### src/rtl/alarm_mode_controller.sv
// Alarm clock mode sequencer: arbitrates button pulses, edits time/alarm, drives ringing.
// Optional inactivity timeout back to CLOCK is built when MODE_TIMEOUT_EN is defined.
module alarm_mode_controller #(
    parameter int unsigned TIMEOUT_CYCLES = 1000
) (
    input  logic       clk,
    input  logic       rst,
    input  logic [4:0] btn_pulse,
    input  logic [4:0] cur_hour,
    input  logic [5:0] cur_min,
    input  logic       alarm_fire,
    output logic [2:0] mode,
    output logic [4:0] edit_hour,
    output logic [5:0] edit_min,
    output logic       time_load,
    output logic [4:0] alarm_hour,
    output logic [5:0] alarm_min,
    output logic       alarm_en,
    output logic       buzzer
);
    typedef enum logic [2:0] {
        CLOCK  = 3'd0,
        SET_TH = 3'd1,
        SET_TM = 3'd2,
        SET_AH = 3'd3,
        SET_AM = 3'd4,
        RING   = 3'd5
    } state_t;

    state_t     state;
    logic       rering_guard;
    logic       any_btn_c;
    logic       timeout_c;
    logic [4:0] hour_up_c;
    logic [4:0] hour_dn_c;
    logic [5:0] min_up_c;
    logic [5:0] min_dn_c;

    if (TIMEOUT_CYCLES == 0) begin : g_bad_timeout
        $error("TIMEOUT_CYCLES must be nonzero");
    end

    assign mode      = 3'(state);
    assign any_btn_c = |btn_pulse;

    // Wrapping edit arithmetic: hours mod 24, minutes mod 60.
    assign hour_up_c = (edit_hour == 5'd23) ? 5'd0  : edit_hour + 5'd1;
    assign hour_dn_c = (edit_hour == 5'd0)  ? 5'd23 : edit_hour - 5'd1;
    assign min_up_c  = (edit_min  == 6'd59) ? 6'd0  : edit_min + 6'd1;
    assign min_dn_c  = (edit_min  == 6'd0)  ? 6'd59 : edit_min - 6'd1;

`ifdef MODE_TIMEOUT_EN
    localparam int unsigned CW = (TIMEOUT_CYCLES > 1) ? $clog2(TIMEOUT_CYCLES) : 1;
    logic [CW-1:0] idle_cnt;

    // Quiet-cycle counter; CLOCK holds it at zero so every state entry starts fresh.
    always_ff @(posedge clk or posedge rst) begin
        if (rst) begin
            idle_cnt <= '0;
        end else if (state == CLOCK || any_btn_c || timeout_c) begin
            idle_cnt <= '0;
        end else begin
            idle_cnt <= idle_cnt + CW'(1);
        end
    end

    assign timeout_c = (state != CLOCK) && !any_btn_c &&
                       (idle_cnt == CW'(TIMEOUT_CYCLES - 1));
`else
    assign timeout_c = 1'b0;
`endif

    always_ff @(posedge clk or posedge rst) begin
        if (rst) begin
            state        <= CLOCK;
            edit_hour    <= '0;
            edit_min     <= '0;
            time_load    <= 1'b0;
            alarm_hour   <= '0;
            alarm_min    <= '0;
            alarm_en     <= 1'b0;
            buzzer       <= 1'b0;
            rering_guard <= 1'b0;
        end else begin
            time_load <= 1'b0;
            // A low sample of alarm_fire re-arms ringing; leaving RING overrides below.
            if (!alarm_fire) rering_guard <= 1'b0;

            if (timeout_c) begin
                state  <= CLOCK;
                buzzer <= 1'b0;
                if (state == RING) rering_guard <= 1'b1;
            end else begin
                unique case (state)
                    CLOCK: begin
                        if (alarm_fire && alarm_en && !rering_guard) begin
                            state  <= RING;
                            buzzer <= 1'b1;
                        end else if (btn_pulse[4]) begin
                            state     <= SET_TH;
                            edit_hour <= cur_hour;
                            edit_min  <= cur_min;
                        end else if (btn_pulse[3]) begin
                            alarm_en <= !alarm_en;
                        end else if (btn_pulse[2:0] == 3'b001) begin
                            state     <= SET_AH;
                            edit_hour <= alarm_hour;
                            edit_min  <= alarm_min;
                        end
                    end
                    SET_TH, SET_AH: begin
                        if (btn_pulse[4]) begin
                            state <= CLOCK;
                            if (state == SET_TH) begin
                                time_load <= 1'b1;
                            end else begin
                                alarm_hour <= edit_hour;
                                alarm_min  <= edit_min;
                            end
                        end else if (btn_pulse[3]) begin
                            edit_hour <= hour_up_c;
                        end else if (btn_pulse[2]) begin
                            edit_hour <= hour_dn_c;
                        end else if (|btn_pulse[1:0]) begin
                            state <= (state == SET_TH) ? SET_TM : SET_AM;
                        end
                    end
                    SET_TM, SET_AM: begin
                        if (btn_pulse[4]) begin
                            state <= CLOCK;
                            if (state == SET_TM) begin
                                time_load <= 1'b1;
                            end else begin
                                alarm_hour <= edit_hour;
                                alarm_min  <= edit_min;
                            end
                        end else if (btn_pulse[3]) begin
                            edit_min <= min_up_c;
                        end else if (btn_pulse[2]) begin
                            edit_min <= min_dn_c;
                        end else if (|btn_pulse[1:0]) begin
                            state <= (state == SET_TM) ? SET_TH : SET_AH;
                        end
                    end
                    RING: begin
                        if (any_btn_c) begin
                            state        <= CLOCK;
                            buzzer       <= 1'b0;
                            rering_guard <= 1'b1;
                        end
                    end
                    default: begin
                        state  <= CLOCK;
                        buzzer <= 1'b0;
                    end
                endcase
            end
        end
    end
endmodule
### config.mk
export PLATFORM = sky130hd
export DESIGN_NAME = alarm_mode_controller
export DESIGN_NICKNAME = d
export VERILOG_FILES = /design/src/rtl/alarm_mode_controller.sv
export SDC_FILE = /design/constraint.sdc
export NUM_CORES = 1
export LEC_CHECK = 0
export ABC_AREA = 1
export ABC_CLOCK_PERIOD_IN_PS = 3300
export BUFFER_PORTS_ARGS = -buffer_cell sky130_fd_sc_hd__buf_2
export CORE_ASPECT_RATIO = 2
export CORE_MARGIN = 2
export CORE_UTILIZATION = 58
export DETAILED_ROUTE_END_ITERATION = 8
export GPL_TIMING_DRIVEN = 0
export MAX_ROUTING_LAYER = met4
export PLACE_DENSITY = 0.85
export RECOVER_POWER = 100
export SLEW_MARGIN = 20
export SYNTH_ARGS = -nofsm -noshare
export SYNTH_HDL_FRONTEND = slang
export SYNTH_SLANG_ARGS = --single-unit
### constraint.sdc
create_clock -name clk -period 3.3 [get_ports clk]
set_input_delay 0.66 -clock clk [delete_from_list [all_inputs] [get_ports clk]]
set_output_delay 0.66 -clock clk [all_outputs]
set_load 0.03 [all_outputs]
==> flow_summary.yaml, run 1 <==
run_status:
  status: "complete, no violations"
cells_and_area:
  fin_nets: 372
  drive_above_1_share: 0.123
  nFillCells: 320
  area_growth_pct: 14.0
  fin_cells: 397
  antenna_cells: 0
critical_path:
  cp_max_fo: 9
  critPathRequiredTime_ps: 3520
  critPathCaptureType: "flip-flop"
  start_kind: "flip-flop"
  worstSetupPathType: "flip-flop to flip-flop"
  arrival_ps: 2580
  r2r_slack_ps: 940
  r2r-end: "mode[0]$_DFFE_PP0P_"
  r2r-start: "mode[1]$_DFFE_PP0P_"
  worstRegToRegCells: 9
grt:
  grt_pass1_wl_mm: 9.47
  grt_pass1_vias: 2217
  gr-total-overflow: 0
  gr-usage-all-layers: 0.325
  grt_max_degree: 30
  antenna_found_initial: 0
place:
  dpl.cell_count: 389
  hpwlAfterDp_mm: 4.13
  io_buffers: 44
  gp_congestion: 0.986
pwr:
  power_leakage_nw: 1.19
  internal_power_mw: 1.16
  switching_share: 0.567
  p_total_mw: 2.68
  p_per_area_nw_per_um2: 1140
  p_sw_mw: 1.52
  ir_worst_vdd_v: 0.000657
  p_clk_frac: 0.106
  p_comb_frac: 0.627
  power_frac_seq: 0.267
yosys:
  syn_nets: 321
  synth_area_um2: 2070
  synth-seq-area-share: 0.351
  yosysWarnings: 0
  synth-seq-cells: 29
  syn_inst: 297
  avgSynthCellArea_um2: 6.96
  synth_cell_type_count: 27
die:
  io_pins: 47
  fp.coreArea_um2: 3420
  start_util: 0.605
  rows: 30
  die_h_um: 88.5
  dieArea_um2: 4090
  die-width_um: 46.2
clocking:
  cts_made_buffers: 5
  postCtsHoldBufs: 0
  clkSinkCount: 29
  post_cts_resized: 0
  h-tree-depth: 2
  cts_tree: "built"
  cts_post_setup_buffers_inserted: 0
  clk_pin_slew_worst_paths_ps: 60
  clockBufferDepth: 2
  worstSkewPairLatency_ps: 290
  cts-root-buf: "clkbuf_8"
timing:
  rsz0062_at_grt: "no"
  final.period_utilization: 0.715
  finalSetupViolations: 0
  timing.final.max_slew_violations: 0
  finalHoldViolations: 0
  max_freq_mhz: 424
  final.setup_skew_ps: 7.33
  finalSetupTns_ps: 0
  slew_headroom: 0.248
  period_needed_ps: 2360
  worstMarginPinSlew_ps: 1130
hold_path:
  hold_class: "flip-flop to flip-flop"
  hp-start: "rering_guard$_DFF_PP0_"
  whs_path_depth: 2
  hold-path-endpoint: "rering_guard$_DFF_PP0_"
route:
  post-route-drc-count: 0
  num_vias: 2206
  wl_mm: 5.71
  drtPass1Iterations: 5
  antenna_left: 0
  drt-initial-drc-count: 100
  via_per_inst: 5.56
  wl_per_cell_um: 14.4
job:
  maxCapViolCount: 0
final cells by class:
| type | count | area, um^2 | share of cell area |
|---|---|---|---|
| buffer | 7 | 30.0 | 0.0127 |
| clock buffer | 8 | 80.1 | 0.0340 |
| inverter | 26 | 98.8 | 0.0419 |
| multi-input combinational | 235 | 1180 | 0.499 |
| sequential | 29 | 726 | 0.308 |
| tap | 48 | 60.1 | 0.0255 |
| timing repair buffer | 44 | 185 | 0.0786 |
worst max path at each step:
stage                                       start                   to  slack (ps)  cells after the start
after CTS                 edit_min[3]$_DFFE_PP0P_          edit_min[3]        1590                      1
after floorplan                      btn_pulse[3]  mode[2]$_DFFE_PP0P_        1680                      7
after detailed placement             btn_pulse[3]  mode[1]$_DFFE_PP0P_        1480                      8
after global routing          mode[1]$_DFFE_PP0P_  mode[1]$_DFFE_PP0P_         790                      9
after global placement               btn_pulse[3]  mode[1]$_DFFE_PP0P_        1490                      8
final                         mode[1]$_DFFE_PP0P_  mode[0]$_DFFE_PP0P_         940                      9
worst max-delay path: stages, from the launching register on:
cell and delay (ps):
dfrtp_1 440, nor2_1 380, nand2_1 200, nand2_1 300, clkinvlp_2 430, nand2_1 240, a21oi_4 90, nand2_1 110
nand2_1 60, nand2_1 50
routing by layer:
layer,vias to the layer above,routed length [um],GRT usage
met4,0,142,0.174
li1,1064,-,-
met3,14,306,0.0490
met2,98,3150,0.567
met1,1030,2110,0.329
met5,-,0,-
flip-flops by register name, summed over array words and instances, names as in the netlist:
signal,flops
time_load,1
alarm_hour,5
buzzer,1
edit_hour,5
edit_min,6
alarm_min,6
mode,3
rering_guard,1
alarm_en,1
cell usage in the layout, fill, tap and decap left out, drive strengths merged:
cell type and count:
clkinvlp 1, a31oi 1, clkbuf 40, ha 5, buf 19, a21oi 10, nand3 39, nor3 1
inv 25, nand4 3, o21ai 25, or2 3, nand2 110, xor2 8, nor2 24, nand3b 2
o21a 1, o211ai 3, dfrtp 29
power groups by stage:
| stage | Combinational (mW) | Sequential (mW) | Clock [mW] |
|---|---|---|---|
| floorplan | 1.03 | 0.995 | 0 |
| global placement | 1.70 | 0.707 | 0 |
| detailed placement | 1.75 | 0.713 | 0 |
| CTS | 1.76 | 0.710 | 0.288 |
| global route | 1.86 | 0.738 | 0.306 |
| finish | 1.68 | 0.714 | 0.285 |
cell usage after synthesis:
master / number / share of area
a21oi_4: 1 / 0.0079
nand3_2: 3 / 0.015
nor2_8: 1 / 0.0097
nand4_1: 3 / 0.0091
a31oi_1: 1 / 0.0030
nor2_2: 2 / 0.0060
o21ai_1: 14 / 0.034
o21ai_0: 11 / 0.027
nor2_4: 2 / 0.011
nand2_2: 5 / 0.015
clkinv_4: 1 / 0.0042
o211ai_1: 3 / 0.011
nand3_1: 36 / 0.087
buf_2: 7 / 0.017
inv_2: 5 / 0.0091
a21oi_1: 9 / 0.022
nor2_1: 19 / 0.034
inv_1: 20 / 0.036
dfrtp_1: 29 / 0.35
nand3b_1: 2 / 0.0073
nor3_1: 1 / 0.0024
nand2_1: 101 / 0.18
nand2_4: 4 / 0.022
or2_2: 3 / 0.0091
ha_1: 5 / 0.030
o21a_1: 1 / 0.0036
xor2_1: 8 / 0.034
cell families (layout without fill, tap and decap cells):
group	after synthesis	in the layout	share of synthesized area
adders and majority gates	5	5	0.0302
xor gates and xnor gates	8	8	0.0339
DFF	29	29	0.351
AOI/OAI and AO/OA	40	40	0.108
and+or+nand+nor	182	182	0.411
buffers and inverters	33	85	0.0665
metrics by stage:
| step | instance area [um^2] | setup WS [ps] | hold slack (ps) | util |
|---|---|---|---|---|
| final | 2360 | 941 | 487 | 0.690 |
| after detailed placement | 2350 | 1480 | 477 | 0.688 |
| after global routing | 2360 | 792 | 530 | 0.690 |
| after global placement | 2350 | 1490 | 468 | 0.688 |
| after CTS | 2430 | 1590 | 472 | 0.711 |
| after floorplan | 2070 | 1680 | 452 | - |
Power figures use the tool's default switching activity.
==> run 2: changes to the inputs <==
--- a/config.mk
+++ b/config.mk
@@ -6,15 +6,15 @@
 export NUM_CORES = 1
 export LEC_CHECK = 0
 export ABC_AREA = 1
-export ABC_CLOCK_PERIOD_IN_PS = 3300
+export ABC_CLOCK_PERIOD_IN_PS = 2000
 export BUFFER_PORTS_ARGS = -buffer_cell sky130_fd_sc_hd__buf_2
 export CORE_ASPECT_RATIO = 2
 export CORE_MARGIN = 2
-export CORE_UTILIZATION = 58
+export CORE_UTILIZATION = 49
 export DETAILED_ROUTE_END_ITERATION = 8
 export GPL_TIMING_DRIVEN = 0
 export MAX_ROUTING_LAYER = met4
-export PLACE_DENSITY = 0.85
+export PLACE_DENSITY = 0.76
 export RECOVER_POWER = 100
 export SLEW_MARGIN = 20
 export SYNTH_ARGS = -nofsm -noshare
==> constraint.sdc (replaced) <==
create_clock -name clk -period 2 [get_ports clk]
set_input_delay 0.4 -clock clk [delete_from_list [all_inputs] [get_ports clk]]
set_output_delay 0.4 -clock clk [all_outputs]
set_load 0.03 [all_outputs]
==> flow_summary.yaml, run 2 (synthesized netlist as in run 1, its figures left out) <==
cells_and_area:
  drive_above_1_share: 0.143
  fin_nets: 372
  reg_top3: "alarm_min (6), edit_min (6)"
  layout_common_cells: "nand2_1 (102), nand3_1 (38), clkbuf_1 (30), dfrtp_1 (29), inv_1 (22)"
  area_growth_pct: 16.2
  antenna_cells: 0
  layout_commonest_cell: "nand2_1"
critical_path:
  r2r-start: "mode[2]$_DFFE_PP0P_"
  r2r_slack_ps: 250
  worstRegToRegCells: 9
  crit_buf_inv: 1
  critPathRequiredTime_ps: 2220
  slowest_delay_ps: 460
  critPathSlowestCell: "dfrtp_1"
  r2r-end: "edit_min[5]$_DFFE_PP0P_"
  worstSetupPathType: "flip-flop to flip-flop"
  cp_cell_sequence: "inv_1 -> nand3_1 -> nand2_4 -> nand2_2 -> nand2_4 -> nand3_1 -> nor2_1 -> nand2_1 -> nand2_1"
  cp_top_family: "simple AND/OR/NAND/NOR gates"
  start_kind: "flip-flop"
  critPathCaptureType: "flip-flop"
  cp_max_fo: 7
  arrival_ps: 1980
timing:
  finalHoldViolations: 0
  max_freq_mhz: 570
  final.period_utilization: 0.877
  finalSetupTns_ps: 0
  worstMarginPinSlew_ps: 1150
  final.setup_skew_ps: 6.15
  rsz0062_at_grt: "no"
  period_needed_ps: 1750
  finalSetupViolations: 0
  slew_headroom: 0.230
  timing.final.max_slew_violations: 0
die:
  die_h_um: 95.9
  rows: 33
  io_pins: 47
  start_util: 0.506
  dieArea_um2: 4790
  die-width_um: 49.9
  fp.coreArea_um2: 4090
route:
  antenna_left: 0
  num_vias: 2191
  post-route-drc-count: 0
  drt-initial-drc-count: 78
  wl_per_cell_um: 14.2
  wl_mm: 5.71
  drtPass1Iterations: 4
  via_per_inst: 5.46
clocking:
  cts_made_buffers: 5
  clkSinkCount: 29
  clockBufferDepth: 2
  worstSkewPairLatency_ps: 280
  cts_tree: "built"
  postCtsHoldBufs: 0
  cts-root-buf: "clkbuf_8"
  clk_pin_slew_worst_paths_ps: 60
  cts_post_setup_buffers_inserted: 0
  h-tree-depth: 2
  post_cts_resized: 0
hold_path:
  hold_class: "primary input to flip-flop"
  hp-start: "alarm_fire"
  whs_path_depth: 3
  hold-path-endpoint: "rering_guard$_DFF_PP0_"
run_status:
  status: "complete, no violations"
place:
  io_buffers: 44
  hpwlAfterDp_mm: 4.23
  gp_congestion: 0.913
grt:
  gr-usage-all-layers: 0.263
  use_met3: 0.0357
  grt_use_met2: 0.500
  use_met1: 0.242
  grt_max_degree: 30
  antenna_found_initial: 0
  grt_pass1_vias: 2151
  top_usage_layer: "met2"
  grt_pass1_wl_mm: 9.27
  gr-total-overflow: 0
pwr:
  p_total_mw: 4.52
  switching_share: 0.558
  p_per_area_nw_per_um2: 1880
  power_leakage_nw: 1.21
  p_comb_frac: 0.618
  ir_worst_vdd_v: 0.00104
  p_clk_frac: 0.120
  internal_power_mw: 2.00
  p_sw_mw: 2.52
  power_frac_seq: 0.262
job:
  maxCapViolCount: 0
run 2: cell count changes in the layout (fill, tap and decap cells not counted), sizes merged:
cell      change
clkbuf        -3
buf           +2
clkinv        +2
clkinvlp      -1
run 2: worst max-delay path by stage:
stage,slack (ps),from,endpoint,cells past startpoint
CTS,450,mode[0]$_DFFE_PP0P_,edit_min[2]$_DFFE_PP0P_,9
global placement,450,btn_pulse[3],mode[1]$_DFFE_PP0P_,8
floorplan,480,edit_min[0]$_DFFE_PP0P_,edit_min[1]$_DFFE_PP0P_,6
global route,150,mode[0]$_DFFE_PP0P_,alarm_hour[3]$_DFFE_PP0P_,8
finish,250,mode[2]$_DFFE_PP0P_,edit_min[5]$_DFFE_PP0P_,9
detailed placement,450,btn_pulse[4],edit_hour[2]$_DFFE_PP0P_,9
run 2: power by group through the flow:
stage	logic (mW)	clock network (mW)	registers [mW]
after floorplan	1.70	0	1.64
after global placement	2.84	0	1.18
after detailed placement	2.88	0	1.18
after CTS	2.91	0.549	1.17
after global routing	3.09	0.572	1.22
final	2.79	0.543	1.18
run 2: layout make-up:
type / instances / area (um^2)
fillers: 425 / 1690
multi-input cells: 235 / 1190
flip-flops and latches: 29 / 726
repair buffers: 44 / 185
inverters: 26 / 103
clock buffers: 7 / 96.3
well taps: 52 / 65.1
plain buffers: 7 / 32.5
clock inverters: 1 / 5.00
run 2: worst reg2reg max path, stage by stage (launching register included):
cell and delay [ps]:
dfrtp_1 460, inv_1 220, nand3_1 170, nand2_4 160
nand2_2 80, nand2_4 80, nand3_1 250, nor2_1 160
nand2_1 60, nand2_1 50
run 2: metrics by stage:
step	cells	util	area, um^2	hold slack [ps]	setup slack (ps)
floorplan	297	-	2070	452	482
global placement	393	0.576	2350	473	452
detailed placement	393	0.576	2350	486	454
CTS	401	0.601	2450	224	452
global route	401	0.588	2400	386	154
finish	401	0.588	2400	360	245
run 2: layer usage:
metal,routed length [um],part of all wire
met4,204,0.036
met3,235,0.041
met2,3120,0.55
met1,2140,0.38
met5,0,0
==> run 3: changes to the inputs <==
--- a/config.mk
+++ b/config.mk
@@ -9,13 +9,13 @@
 export ABC_CLOCK_PERIOD_IN_PS = 2000
 export BUFFER_PORTS_ARGS = -buffer_cell sky130_fd_sc_hd__buf_2
 export CORE_ASPECT_RATIO = 2
-export CORE_MARGIN = 2
 export CORE_UTILIZATION = 49
 export DETAILED_ROUTE_END_ITERATION = 8
 export GPL_TIMING_DRIVEN = 0
 export MAX_ROUTING_LAYER = met4
 export PLACE_DENSITY = 0.76
 export RECOVER_POWER = 100
+export SETUP_SLACK_MARGIN = 0.5
 export SLEW_MARGIN = 20
 export SYNTH_ARGS = -nofsm -noshare
 export SYNTH_HDL_FRONTEND = slang
==> flow_summary.yaml, run 3 (synthesized netlist as in run 1, its figures left out) <==
route:
  drt-initial-drc-count: 96
  num_vias: 2227
  antenna_left: 0
  drtPass1Iterations: 4
  via_per_inst: 5.38
  wl_per_cell_um: 14.2
  wl_mm: 5.89
  post-route-drc-count: 0
place:
  io_buffers: 44
  hpwlAfterDp_mm: 4.19
  dpl.cell_count: 393
  gp_congestion: 0.894
pwr:
  switching_share: 0.545
  power_leakage_nw: 1.27
  internal_power_mw: 2.20
  p_comb_frac: 0.635
  p_sw_mw: 2.63
  power_frac_seq: 0.251
  p_clk_frac: 0.114
  ir_worst_vdd_v: 0.00125
  p_per_area_nw_per_um2: 1900
critical_path:
  worstRegToRegCells: 8
  cp_max_fo: 7
  critPathCaptureType: "flip-flop"
  arrival_ps: 1850
  crit_buf_inv: 2
  r2r-end: "edit_hour[2]$_DFFE_PP0P_"
  critPathRequiredTime_ps: 2220
  r2r-start: "mode[2]$_DFFE_PP0P_"
  critPathSlowestCell: "dfrtp_1"
  slowest_delay_ps: 530
  cp_top_family: "simple AND/OR/NAND/NOR gates"
  worstSetupPathType: "flip-flop to flip-flop"
  r2r_slack_ps: 370
  start_kind: "flip-flop"
  cp_cell_sequence: "inv_4 -> nand3_1 -> nor2_1 -> nor2_1 -> nand2_1 -> inv_2 -> nand2_1 -> o21ai_1"
timing:
  timing.final.max_slew_violations: 0
  finalSetupTns_ps: 0
  final.setup_skew_ps: 9.78
  finalHoldViolations: 0
  final.period_utilization: 0.814
  period_needed_ps: 1630
  rsz0062_at_grt: "yes"
  worstMarginPinSlew_ps: 1170
  finalSetupViolations: 0
  slew_headroom: 0.218
  max_freq_mhz: 614
clocking:
  postCtsHoldBufs: 0
  cts_made_buffers: 5
  clk_pin_slew_worst_paths_ps: 70
  cts-root-buf: "clkbuf_8"
  clockBufferDepth: 2
  cts_tree: "built"
  h-tree-depth: 2
  clkSinkCount: 29
  worstSkewPairLatency_ps: 290
cells_and_area:
  layout_commonest_cell: "nand2_1"
  fin_nets: 385
  antenna_cells: 0
  fin_cells: 414
  drive_above_1_share: 0.213
  area_growth_pct: 22.9
  layout_common_cells: "nand2_1 (102), nand3_1 (36), clkbuf_1 (30), dfrtp_1 (26), buf_2 (20)"
  reg_top3: "alarm_min (6), edit_min (6)"
  nFillCells: 396
grt:
  grt_pass1_vias: 2121
  grt_pass1_wl_mm: 9.30
  gr-usage-all-layers: 0.292
  grt_max_degree: 30
  antenna_found_initial: 0
  gr-total-overflow: 0
die:
  io_pins: 47
  start_util: 0.506
  die-width_um: 47.9
  rows: 33
  dieArea_um2: 4500
  die_h_um: 93.9
  fp.coreArea_um2: 4090
hold_path:
  hold_class: "primary input to flip-flop"
  hold-path-endpoint: "rering_guard$_DFF_PP0_"
  whs_path_depth: 3
  hp-start: "alarm_fire"
job:
  maxCapViolCount: 0
run_status:
  status: "complete, no violations"
run 3: cell count changes in the layout (fill, tap and decap cells not counted), sizes merged:
cell and delta:
buf +13, clkinvlp +2, inv -2
run 3: what timing repair did:
item                                    in CTS  in global routing
pin swaps                                    2                  3
endpoints found under the setup margin      12                 24
endpoints found under the hold margin        0                  0
resized for setup                            2                 19
setup buffers                                7                  6
run 3: how the worst max path moves through the flow:
stage                                         from                  endpoint  depth (start not counted)
after CTS                  edit_min[0]$_DFFE_PP0P_   edit_min[3]$_DFFE_PP0P_                          8
final                          mode[2]$_DFFE_PP0P_  edit_hour[2]$_DFFE_PP0P_                          8
after global routing           mode[2]$_DFFE_PP0P_  alarm_min[5]$_DFFE_PP0P_                          6
after detailed placement              btn_pulse[4]  edit_hour[2]$_DFFE_PP0P_                          9
after global placement                         rst   edit_min[0]$_DFFE_PP0P_                          2
after floorplan           edit_hour[0]$_DFFE_PP0P_  edit_hour[1]$_DFFE_PP0P_                         10
run 3: through the flow:
stage / setup WS (ps) / instance area (um^2) / util / hold slack (ps) / total power [mW]
after floorplan: 510 / 2070 / - / 452 / 3.34
after global placement: 395 / 2360 / 0.576 / 470 / 4.01
after detailed placement: 454 / 2360 / 0.576 / 479 / 4.07
after CTS: 515 / 2510 / 0.615 / 224 / 4.75
after global routing: 240 / 2540 / 0.622 / 372 / 5.22
final: 372 / 2540 / 0.622 / 342 / 4.83
run 3: power groups by stage:
stage	logic, mW	clock network (mW)	registers (mW)
after floorplan	1.70	0	1.65
after global placement	2.83	0	1.18
after detailed placement	2.88	0	1.19
after CTS	3.00	0.562	1.19
after global routing	3.39	0.582	1.25
final	3.07	0.553	1.21
run 3: area by class of cell:
cell class,instances,area (um^2),area share
buffer,7,33.8,0.0133
clock buffer,7,96.3,0.0379
clock inverter,1,5.00,0.00197
inverter,26,113,0.0443
multi-input combinational,235,1210,0.478
sequential,29,729,0.287
tap,52,65.1,0.0256
timing repair buffer,57,284,0.112
run 3: routing by layer:
| metal | part of all wire | vias up | track usage |
|---|---|---|---|
| met2 | 0.54 | 90 | 0.464 |
| met1 | 0.37 | 1022 | 0.331 |
| met5 | 0 | - | - |
| met4 | 0.037 | 0 | 0.162 |
| met3 | 0.051 | 21 | 0.0462 |
| li1 | - | 1094 | - |
run 3: worst reg2reg max path: cells and delay by family (launching register included):
kind | cells | cell delay [ps]
buffers and inverters | 2 | 240
and+or+nand+nor | 5 | 730
DFF | 1 | 530
AOI/OAI and AO/OA | 1 | 70
